File: config.mk
export PLATFORM = sky130hd
export DESIGN_NAME = ca_code_acq_flat
export DESIGN_NICKNAME = d
export VERILOG_FILES = /design/src/rtl/ca_code_acq_pkg.sv /design/src/rtl/ca_code_acq_if.sv /design/src/rtl/ca_code_acq_step.sv /design/src/rtl/ca_code_acq.sv /design/src/flat_wrapper.sv
export SDC_FILE = /design/constraint.sdc
export NUM_CORES = 1
export LEC_CHECK = 0
export ABC_AREA = 1
export CAP_MARGIN = 25
export CORE_ASPECT_RATIO = 1.75
export CORE_MARGIN = 3
export CORE_UTILIZATION = 45
export DETAILED_ROUTE_END_ITERATION = 10
export PLACE_DENSITY = 0.75
export SYNTH_ARGS = -nofsm -noshare
export SYNTH_HDL_FRONTEND = slang
export SYNTH_HIERARCHICAL = 1
export SYNTH_SLANG_ARGS = --single-unit
File: constraint.sdc
create_clock -name clk -period 5.5 [get_ports clk]
set_input_delay 1.65 -clock clk [delete_from_list [all_inputs] [get_ports clk]]
set_output_delay 1.65 -clock clk [all_outputs]
set_load 0.02 [all_outputs]
File: src/rtl/ca_code_acq_pkg.sv
// Shared definitions for the C/A code acquisition engine: code constants,
// acquisition FSM states and the G2 tap-pair table for PRN 1..32.
package gnss_ca_pkg;

   localparam int CA_LEN  = 1023;
   localparam int PRN_MIN = 1;
   localparam int PRN_MAX = 32;

   typedef enum logic [2:0] {
      IDLE,
      LOAD,
      DWELL,
      SLIP,
      DONE
   } acq_state_t;

   // Returns {tap_a, tap_b}, G2 stage numbers 1..10 XORed to form the PRN chip
   function automatic logic [7:0] g2_taps(input logic [5:0] prn);
      logic [7:0] t;
      case (prn)
         6'd1:    t = {4'd2, 4'd6};
         6'd2:    t = {4'd3, 4'd7};
         6'd3:    t = {4'd4, 4'd8};
         6'd4:    t = {4'd5, 4'd9};
         6'd5:    t = {4'd1, 4'd9};
         6'd6:    t = {4'd2, 4'd10};
         6'd7:    t = {4'd1, 4'd8};
         6'd8:    t = {4'd2, 4'd9};
         6'd9:    t = {4'd3, 4'd10};
         6'd10:   t = {4'd2, 4'd3};
         6'd11:   t = {4'd3, 4'd4};
         6'd12:   t = {4'd5, 4'd6};
         6'd13:   t = {4'd6, 4'd7};
         6'd14:   t = {4'd7, 4'd8};
         6'd15:   t = {4'd8, 4'd9};
         6'd16:   t = {4'd9, 4'd10};
         6'd17:   t = {4'd1, 4'd4};
         6'd18:   t = {4'd2, 4'd5};
         6'd19:   t = {4'd3, 4'd6};
         6'd20:   t = {4'd4, 4'd7};
         6'd21:   t = {4'd5, 4'd8};
         6'd22:   t = {4'd6, 4'd9};
         6'd23:   t = {4'd1, 4'd3};
         6'd24:   t = {4'd4, 4'd6};
         6'd25:   t = {4'd5, 4'd7};
         6'd26:   t = {4'd6, 4'd8};
         6'd27:   t = {4'd7, 4'd9};
         6'd28:   t = {4'd8, 4'd10};
         6'd29:   t = {4'd1, 4'd6};
         6'd30:   t = {4'd2, 4'd7};
         6'd31:   t = {4'd3, 4'd8};
         6'd32:   t = {4'd4, 4'd9};
         default: t = {4'd2, 4'd6};
      endcase
      return t;
   endfunction

   function automatic logic prn_ok(input logic [5:0] prn);
      return (prn >= 6'(PRN_MIN)) && (prn <= 6'(PRN_MAX));
   endfunction

endpackage

File: src/rtl/ca_code_acq_if.sv
// Control, sample and result bundle between the front-end/tracking side
// (master) and the acquisition engine (slave).
interface ca_code_acq_if #(
   parameter int ACC_W   = 11,
   parameter int PHASE_W = 10
);
   logic                      start;
   logic [5:0]                prn_select;
   logic                      sample_in;
   logic                      sample_valid;
   logic                      busy;
   logic                      done;
   logic                      lock;
   logic                      err;
   logic [PHASE_W-1:0]        best_phase;
   logic signed [ACC_W-1:0]   best_corr;

   modport master (
      output start, prn_select, sample_in, sample_valid,
      input  busy, done, lock, err, best_phase, best_corr
   );

   modport slave (
      input  start, prn_select, sample_in, sample_valid,
      output busy, done, lock, err, best_phase, best_corr
   );
endinterface

File: src/rtl/ca_code_acq_step.sv
// Local C/A replica: G1/G2 LFSR pair, chip taken combinationally from the
// current register state; load returns both registers to all-ones.
module ca_code_step
   import gnss_ca_pkg::*;
(
   input  logic       clk,
   input  logic       rst,
   input  logic       load,
   input  logic       step,
   input  logic [5:0] prn,
   output logic       chip
);
   // bit n holds LFSR stage n+1; stage 10 is the output end
   logic [9:0] g1_reg, g2_reg;
   logic [9:0] g1_next, g2_next;
   logic [9:0] sel_a, sel_b;
   logic [7:0] taps;

   assign taps    = g2_taps(prn);
   assign g1_next = {g1_reg[8:0], g1_reg[2] ^ g1_reg[9]};
   assign g2_next = {g2_reg[8:0], g2_reg[1] ^ g2_reg[2] ^ g2_reg[5] ^
                                  g2_reg[7] ^ g2_reg[8] ^ g2_reg[9]};

   genvar gi;
   generate
      for (gi = 0; gi < 10; gi++) begin : g_tap
         assign sel_a[gi] = (taps[7:4] == 4'(gi + 1)) & g2_reg[gi];
         assign sel_b[gi] = (taps[3:0] == 4'(gi + 1)) & g2_reg[gi];
      end
   endgenerate

   assign chip = g1_reg[9] ^ (|sel_a) ^ (|sel_b);

   always_ff @(posedge clk or negedge rst) begin
      if (!rst) begin
         g1_reg <= '1;
         g2_reg <= '1;
      end else if (load) begin
         g1_reg <= '1;
         g2_reg <= '1;
      end else if (step) begin
         g1_reg <= g1_next;
         g2_reg <= g2_next;
      end
   end
endmodule

File: src/rtl/ca_code_acq.sv
// Serial code-phase search: one full-period dwell per candidate phase, one
// discarded sample between dwells to slip the replica by a chip.
module ca_code_acq
   import gnss_ca_pkg::*;
#(
   parameter int CODE_LEN   = CA_LEN,
   parameter int MAX_PHASES = 1023,
   parameter int THRESH     = 700,
   parameter int ACC_W      = 11,
   parameter int PHASE_W    = 10
) (
   input  logic         clk,
   input  logic         rst,
   ca_code_acq_if.slave bus
);
   localparam int CNT_W = $clog2(CODE_LEN + 1);

   acq_state_t              state_reg, state_next;
   logic [5:0]              prn_reg;
   logic signed [ACC_W-1:0] acc_reg, acc_inc, best_corr_reg;
   logic [CNT_W-1:0]        chip_cnt_reg;
   logic [PHASE_W-1:0]      phase_reg, best_phase_reg;
   logic                    lock_reg, err_reg;
   logic                    chip, code_load, code_step;
   logic [ACC_W:0]          acc_mag, best_mag;
   logic                    last_chip, last_phase, hit, better;

   ca_code_step u_step (
      .clk  (clk),
      .rst  (rst),
      .load (code_load),
      .step (code_step),
      .prn  (prn_reg),
      .chip (chip)
   );

   assign acc_inc = (bus.sample_in == chip) ? acc_reg + ACC_W'(1) : acc_reg - ACC_W'(1);

   // magnitudes carry one extra bit so -2^(ACC_W-1) cannot wrap
   assign acc_mag  = acc_inc[ACC_W-1] ? ({1'b0, ~acc_inc} + 1'b1) : {1'b0, acc_inc};
   assign best_mag = best_corr_reg[ACC_W-1] ? ({1'b0, ~best_corr_reg} + 1'b1)
                                            : {1'b0, best_corr_reg};

   assign last_chip  = (chip_cnt_reg == CNT_W'(CODE_LEN - 1));
   assign last_phase = (phase_reg == PHASE_W'(MAX_PHASES - 1));
   assign hit        = (acc_mag >= (ACC_W + 1)'(THRESH));
   assign better     = (acc_mag > best_mag);

   always_comb begin
      state_next = state_reg;
      code_load  = 1'b0;
      code_step  = 1'b0;
      case (state_reg)
         IDLE: begin
            if (bus.start) state_next = prn_ok(bus.prn_select) ? LOAD : DONE;
         end
         LOAD: begin
            code_load  = 1'b1;
            state_next = DWELL;
         end
         DWELL: begin
            if (bus.sample_valid) begin
               code_step = 1'b1;
               if (last_chip) state_next = (hit || last_phase) ? DONE : SLIP;
            end
         end
         SLIP: begin
            if (bus.sample_valid) state_next = DWELL;
         end
         DONE:    state_next = IDLE;
         default: state_next = IDLE;
      endcase
   end

   always_ff @(posedge clk or negedge rst) begin
      if (!rst) state_reg <= IDLE;
      else      state_reg <= state_next;
   end

   always_ff @(posedge clk or negedge rst) begin
      if (!rst) begin
         prn_reg        <= '0;
         acc_reg        <= '0;
         chip_cnt_reg   <= '0;
         phase_reg      <= '0;
         best_corr_reg  <= '0;
         best_phase_reg <= '0;
         lock_reg       <= 1'b0;
         err_reg        <= 1'b0;
      end else begin
         case (state_reg)
            IDLE: begin
               if (bus.start) begin
                  prn_reg        <= bus.prn_select;
                  err_reg        <= !prn_ok(bus.prn_select);
                  lock_reg       <= 1'b0;
                  best_corr_reg  <= '0;
                  best_phase_reg <= '0;
               end
            end
            LOAD: begin
               acc_reg        <= '0;
               chip_cnt_reg   <= '0;
               phase_reg      <= '0;
               best_corr_reg  <= '0;
               best_phase_reg <= '0;
            end
            DWELL: begin
               if (bus.sample_valid) begin
                  acc_reg      <= acc_inc;
                  chip_cnt_reg <= chip_cnt_reg + CNT_W'(1);
                  if (last_chip) begin
                     // strict compare keeps the earliest phase on ties
                     if (better) begin
                        best_corr_reg  <= acc_inc;
                        best_phase_reg <= phase_reg;
                     end
                     lock_reg <= hit;
                  end
               end
            end
            SLIP: begin
               if (bus.sample_valid) begin
                  phase_reg    <= phase_reg + PHASE_W'(1);
                  acc_reg      <= '0;
                  chip_cnt_reg <= '0;
               end
            end
            default: ;
         endcase
      end
   end

   assign bus.busy       = (state_reg == LOAD) || (state_reg == DWELL) || (state_reg == SLIP);
   assign bus.done       = (state_reg == DONE);
   assign bus.lock       = lock_reg;
   assign bus.err        = err_reg;
   assign bus.best_phase = best_phase_reg;
   assign bus.best_corr  = best_corr_reg;
endmodule
File: src/flat_wrapper.sv
// flat-port wrapper written by rule: the top's interface ports become plain ports
module ca_code_acq_flat import gnss_ca_pkg::*;
#(
   parameter int CODE_LEN   = CA_LEN,
   parameter int MAX_PHASES = 1023,
   parameter int THRESH     = 700,
   parameter int ACC_W      = 11,
   parameter int PHASE_W    = 10
)
  (clk, rst, bus_start, bus_prn_select, bus_sample_in, bus_sample_valid, bus_busy, bus_done, bus_lock, bus_err, bus_best_phase, bus_best_corr);
  ca_code_acq_if #(.ACC_W(ACC_W), .PHASE_W(PHASE_W)) bus_i ();
  input  logic clk;
  input  logic rst;
  input wire logic [$bits(bus_i.start)-1:0] bus_start;
  input wire logic [$bits(bus_i.prn_select)-1:0] bus_prn_select;
  input wire logic [$bits(bus_i.sample_in)-1:0] bus_sample_in;
  input wire logic [$bits(bus_i.sample_valid)-1:0] bus_sample_valid;
  output wire logic [$bits(bus_i.busy)-1:0] bus_busy;
  output wire logic [$bits(bus_i.done)-1:0] bus_done;
  output wire logic [$bits(bus_i.lock)-1:0] bus_lock;
  output wire logic [$bits(bus_i.err)-1:0] bus_err;
  output wire logic [$bits(bus_i.best_phase)-1:0] bus_best_phase;
  output wire logic [$bits(bus_i.best_corr)-1:0] bus_best_corr;
  assign bus_i.start = bus_start;
  assign bus_i.prn_select = bus_prn_select;
  assign bus_i.sample_in = bus_sample_in;
  assign bus_i.sample_valid = bus_sample_valid;
  assign bus_busy = bus_i.busy;
  assign bus_done = bus_i.done;
  assign bus_lock = bus_i.lock;
  assign bus_err = bus_i.err;
  assign bus_best_phase = bus_i.best_phase;
  assign bus_best_corr = bus_i.best_corr;
  ca_code_acq #(.CODE_LEN(CODE_LEN), .MAX_PHASES(MAX_PHASES), .THRESH(THRESH), .ACC_W(ACC_W), .PHASE_W(PHASE_W)) u_core (.clk(clk), .rst(rst), .bus(bus_i));
endmodule
Word level (Yosys, flattened, before mapping)
Memory sizes are Yosys's and may differ from the RTL's.
Index checks and enable logic that the tools add are counted.
{"block": "op_classes", "add_sub_neg": 6, "magnitude_cmp": 4, "eq_ne": 32, "n_mux": 39, "bitwise": 30, "n_reduce_logical": 19}
{"op": "$mux W10", "n": 11}
{"op": "$mux W11", "n": 7}
{"op": "$pmux W11 S3", "n": 2}
{"op": "$pmux W10 S3", "n": 2}
{"op": "$eq A4 B3 Y1 const B", "n": 8}
{"op": "$add A11 B1 Y12 const B", "n": 2}
{"op": "$eq A4 B4 Y1 const B", "n": 6}
{"op": "$mux W12", "n": 2}
{"op": "$not A11 Y11", "n": 2}
{"op": "$add A10 B1 Y10 const B", "n": 2}
{"op": "$and A1 B1 Y1", "n": 20}
{"op": "$eq A10 B10 Y1 const B", "n": 2}
{"op": "$pmux W10 S2", "n": 1}
{"op": "$reduce_or A10 Y1", "n": 2}
{"op": "$mux W3", "n": 6}
{"op": "$eq A4 B2 Y1 const B", "n": 4}
{"op": "$ge A12 B10 Y1 const B", "n": 1}
{"op": "$gt A12 B12 Y1", "n": 1}
{"op": "$pmux W3 S4", "n": 1}
{"op": "$add A11 B2 Y11 const B", "n": 1}
{"op": "$sub A11 B2 Y11 const B", "n": 1}
{"op": "$eq A4 B1 Y1 const B", "n": 2}
{"op": "$reduce_and A4 Y1", "n": 2}
{"op": "$xor A1 B1 Y1", "n": 8}
{"op": "19 further kinds", "n": 34}
{"block": "totals", "register_bits": 83, "romBits": 512, "in_bits": 11, "elab_cells": 142, "memories": 1}
{"name": "(no name shown)", "depth": 64, "width": 8, "rd": 1, "rd_clocked_by_memory_dff": 0, "wr": 0, "line": "ca_code_acq_pkg.sv:20", "rtl": "case (prn)"}

Longest topological paths before layout
Gate-level depths: netlist (run 1).
An unclocked memory read counts as a cell.
{"block": "logic_depth", "depth_word": 17, "depth_mapped": 50, "depth_no_buf": 48}

Modules after synthesis
The synthesis (run 1) kept the hierarchy.
{"module": "ca_code_acq", "n_inst": 1, "cells_per_inst": 625, "area_each_um2": 4339.2, "seq_area_each_um2": 1576.5}
{"module": "ca_code_step", "n_inst": 1, "cells_per_inst": 267, "area_each_um2": 1829.3, "seq_area_each_um2": 525.5}

Worst setup path before layout (run 1)
Ideal clock, no wire load.
{"block": "synth_path", "kind": "reg2reg", "startpoint": "reg u_core.prn_reg[1]", "endpoint": "reg u_core.best_corr_reg[10], in the netlist u_core/bus.best_corr[10]", "setup_ns": 0.118, "t_arrival_ns": 4.714, "slack_ns": 0.668, "stages_incl_launch_ff": 46, "path_buffers": 2, "synth_period_minus_slack_ns": 4.832, "cell_sequence": "dfrtp_1 -> inv_1 -> ha_1 -> nor2_1 -> nor2_1 -> nand2_1 -> nand3_2 -> nand2_4 -> nor2_2 -> nand3_2 -> nand2_1 -> nor2_1 -> nand3_1 -> nand2_1 -> nand2_1 -> nand2_1 -> nand2_1 -> inv_1 -> [10 not listed] -> nand2_1 -> nand2_2 -> buf_4 -> o31ai_1 -> xor2_1 -> inv_1 -> ha_1 -> nand2_1 -> nor2_1 -> a211oi_1 -> nor2_1 -> nor2_1 -> nand2_1 -> nand2_2 -> nand2_4 -> buf_4 -> nand3_1 -> nand2_1"}
{"block": "synth_between", "elab_chain_cells": 14}
{"item": "start, declared", "line": "ca_code_acq.sv:19", "rtl": "logic [5:0] prn_reg;"}
{"item": "start signal, assigned", "line": "ca_code_acq.sv:94", "rtl": "prn_reg <= bus.prn_select;"}
{"item": "$mem_v2 Z64 W8 *"}
{"item": "$eq A4 B1 Y1 (tied with other cells)", "line": "ca_code_acq_step.sv:27", "rtl": "assign sel_a[gi] = (taps[7:4] == 4'(gi + 1)) & g2_reg[gi];"}
{"item": "$and A1 B1 Y1", "line": "ca_code_acq_step.sv:27"}
{"item": "$reduce_or A10 Y1", "line": "ca_code_acq_step.sv:32", "rtl": "assign chip = g1_reg[9] ^ (|sel_a) ^ (|sel_b);"}
{"item": "$xor A1 B1 Y1", "line": "ca_code_acq_step.sv:32"}
{"item": "$xor A1 B1 Y1 *", "line": "ca_code_acq_step.sv:32"}
{"item": "net u_core.chip", "line": "ca_code_acq.sv:24", "rtl": "logic chip, code_load, code_step;"}
{"item": "$eq A1 B1 Y1 *", "line": "ca_code_acq.sv:37", "rtl": "assign acc_inc = (bus.sample_in == chip) ? acc_reg + ACC_W'(1) : acc_reg - ACC_W'(1);"}
{"item": "$mux W11 *", "line": "ca_code_acq.sv:37"}
{"item": "$not A11 Y11", "line": "ca_code_acq.sv:40", "rtl": "assign acc_mag = acc_inc[ACC_W-1] ? ({1'b0, ~acc_inc} + 1'b1) : {1'b0, acc_inc};"}
{"item": "$add A11 B1 Y12", "line": "ca_code_acq.sv:40"}
{"item": "$mux W12", "line": "ca_code_acq.sv:40"}
{"item": "$gt A12 B12 Y1", "line": "ca_code_acq.sv:47", "rtl": "assign better = (acc_mag > best_mag);"}
{"item": "$ne A2 B1 Y1 (no source line)"}
{"item": "$reduce_and A5 Y1 (no source line)"}
{"item": "end signal, assigned", "line": "ca_code_acq.sv:115", "rtl": "best_corr_reg <= acc_inc;"}
{"item": "end, declared", "line": "ca_code_acq.sv:20", "rtl": "logic signed [ACC_W-1:0] acc_reg, acc_inc, best_corr_reg;"}
Mark *: on every way through the listed nets, which the timed path passes. The rest lies on a longest branch. The select of a mux whose other input is x is not followed.
A chain may end at the register's enable or synchronous reset.

Worst setup path in the final report (run 1)
Ends and elaborated chain as after synthesis.

==> qor.txt, run 1 <==
Full die area: 15200 um^2
Ant. Diodes: 0
Synth Net Count: 936
Area after DPL: 6840 um^2
Crit path max fanout: 8
PortBufs: 35
Layout Nets: 1016
Top cell by count, worst path: nand2_1
FMAX: 186 MHz
Setup crit end kind: register
Share of the synthesized area in the top cell type: 25.6%
Core Area: 13400 um^2
# fillers: 1169
Synthesized cell area: 6170 um^2
Fraction of layout cells with a size suffix above 1: 22.5%
Via density per instance: 5.29
Synth area leaders: dfrtp_1, nand2_1, dfstp_2
Rows: 56
Worst skew pair latency: 0.35 ns
Max Buffers Root-to-Sink: 2
Final hold violation count: 0
Most used DFF post-synth: dfrtp_1
Flop-to-flop setup slack: 0.11 ns
Routed WL: 17.2 mm
WS Path Type: reg -> reg
Critical Path Slowest Stage Cell: dfrtp_1
Total CTS buffers: 9
Critical Path Start Type: register
RSZ-0062 raised after global routing: true
Syn Inst Count: 892
CP peak stage delay: 0.41 ns
Clk slew on worst S/H paths: 0.07 ns
Mean Syn Cell Area: 6.92 um^2
Routed Antenna Nets: 0
Pre-CTS setup slack: 0.0193 ns
Min cycle time layout: 5.39 ns
Maxcap violations: 0
Fin crit share: 98.0%
CTS root buf: clkbuf_16
WP data required: 5.78 ns
Initial Util: 46.1%
DRC errors left: 0
Die height: 161 um
Routability cong.: 0.922
Run status: completed
Largest net degree at the start of global routing: 46
First-pass GRT wire length: 26.1 mm
Final instance area: 7850 um^2
Io pins: 36
Grt total ovfl: 0
PnR worst setup slack: 0.111 ns
Post-synthesis async set-or-reset flop share: 100%
1st-pass router iterations: 7
DR iter-0 viols: 361
Arr. time, crit path: 5.67 ns
Post-DP HPWL: 12.1 mm
Largest area contributor in the netlist: dfrtp_1
Synthesis-stage register bit count: 83
Syn-to-layout area delta: 27.3%
Avg WL per Cell: 14.9 um
Total track usage: 21.5%
Synth unique cells: 44
Hold crit path type: reg -> reg
Initial antenna violation count: 0
Yosys Warn Count: 6
Sequential area share after synthesis: 34.1%
Via count: 6092
EDFF count, synth: 0
Worst slew margin: 26.7%
Final Skew: 0.0140 ns
Die width: 94.5 um
Vias in the first global route: 5675
H-tree depth: 3
Slew of the pin with the lowest slew margin: 1.10 ns
Clk sinks: 83
CTS tree: done
Setup violations, final: 0
Max-slew violations: 0
Finished Layout Cells: 1151
Placed Instances: 1113
[final timing paths]
path,cells past startpoint,endpoint,startpoint
setup / recovery,47,u_core/bus.best_corr[10]$_DFFE_PN0P_,u_core/prn_reg[1]$_DFFE_PN0P_
hold / removal,1,u_core/chip_cnt_reg[3]$_DFFE_PN0P_,u_core/chip_cnt_reg[3]$_DFFE_PN0P_
setup reg to reg,47,u_core/bus.best_corr[10]$_DFFE_PN0P_,u_core/prn_reg[1]$_DFFE_PN0P_
hold reg to reg,1,u_core/chip_cnt_reg[3]$_DFFE_PN0P_,u_core/chip_cnt_reg[3]$_DFFE_PN0P_
max in group asynchronous,2,u_core/u_step/g2_reg[1]$_DFFE_PN1P_,rst
min in group asynchronous,1,u_core/acc_reg[7]$_DFFE_PN0P_,rst
[cell families (layout without fill, tap and decap cells)]
kind of cell,count (synthesis),in the layout,share of synthesized area (%)
simple gates,499,501,35.5
buf+inv,162,245,11.5
compound gates,88,88,8.36
flops,83,83,34.1
fa+ha+maj,33,33,6.82
xor+xnor,25,25,3.67
other cells,2,2,0.122
[repair_timing]
item	CTS	global route
resized for setup	0	117
setup endpoints to repair	0	21
hold buffers	0	0
setup buffers	0	19
[layout make-up]
type,instances,area [um^2],share of cell area (%)
clock buffers,9,225,2.87
clock inverters,7,81.3,1.04
multi-input cells,649,3840,48.9
repair buffers,88,831,10.6
well taps,174,218,2.77
flip-flops and latches,83,2100,26.8
inverters,141,552,7.03
[metrics by stage]
| stage | setup TNS [ns] | utilization, % | hold WS, ns |
|---|---|---|---|
| final | 0 | 58.7 | 0.467 |
| after floorplan | 0 | - | 0.433 |
| after CTS | 0 | 53.4 | 0.463 |
| after global placement | 0 | 51.1 | 0.447 |
| after detailed placement | 0 | 51.1 | 0.453 |
| after global routing | -3.49 | 58.7 | 0.493 |
[Yosys cell counts (13+ instances only)]
| library cell | instances |
|---|---|
| dfrtp_1 | 63 |
| inv_1 | 134 |
| nor2_1 | 87 |
| o21ai_0 | 30 |
| nand2_1 | 266 |
| nand3_1 | 85 |
| ha_1 | 32 |
| a22oi_1 | 13 |
| nand2_2 | 14 |
| xor2_1 | 17 |
| dfstp_2 | 20 |
| a21oi_1 | 27 |
[routing by layer]
layer | track usage [%] | vias up | routed length (um)
li1 | - | 2980 | -
met1 | 22.6 | 2877 | 6220
met2 | 41.4 | 178 | 9690
met3 | 2.30 | 57 | 524
met4 | 9.59 | 0 | 770
met5 | 0 | - | 0
[cells in the final DEF, fill, tap and decap left out, types with 20 or more instances in the layout]
cell type          n
inv_1            122
dfrtp_1           62
clkdlybuf4s50_1   34
buf_4             42
nand2_1          241
nand3_1           72
dfstp_2           20
nor2_1            82
a21oi_1           24
o21ai_0           29
nand2_2           34
[critical path: cells and delay by family (launching register included)]
| kind | cells | cell delay (ns) |
|---|---|---|
| flip-flops | 1 | 0.41 |
| buffers and inverters | 11 | 1.02 |
| XOR/XNOR | 1 | 0.16 |
| adder cells (fa/ha/maj) | 3 | 0.74 |
| AND/OR/NAND/NOR | 32 | 2.98 |
Power of run 1 is left out: the tool's default activity adds up to more than one toggle a clock period on the data nets, which glitch-free logic cannot reach.
==> inputs of run 2 (changes only) <==
- SKIP_CTS_REPAIR_TIMING: default -> 1
==> results of run 2 <==
Final layout, timing and power as in run 1 (identical DEF).
Power of run 2 is left out for the same reason.
==> inputs of run 3 (changes only) <==
- CTS_CLUSTER_SIZE: default -> 40
==> results of run 3 <==
Final layout, timing and power as in run 1 (identical DEF).
Power of run 3 is left out for the same reason.
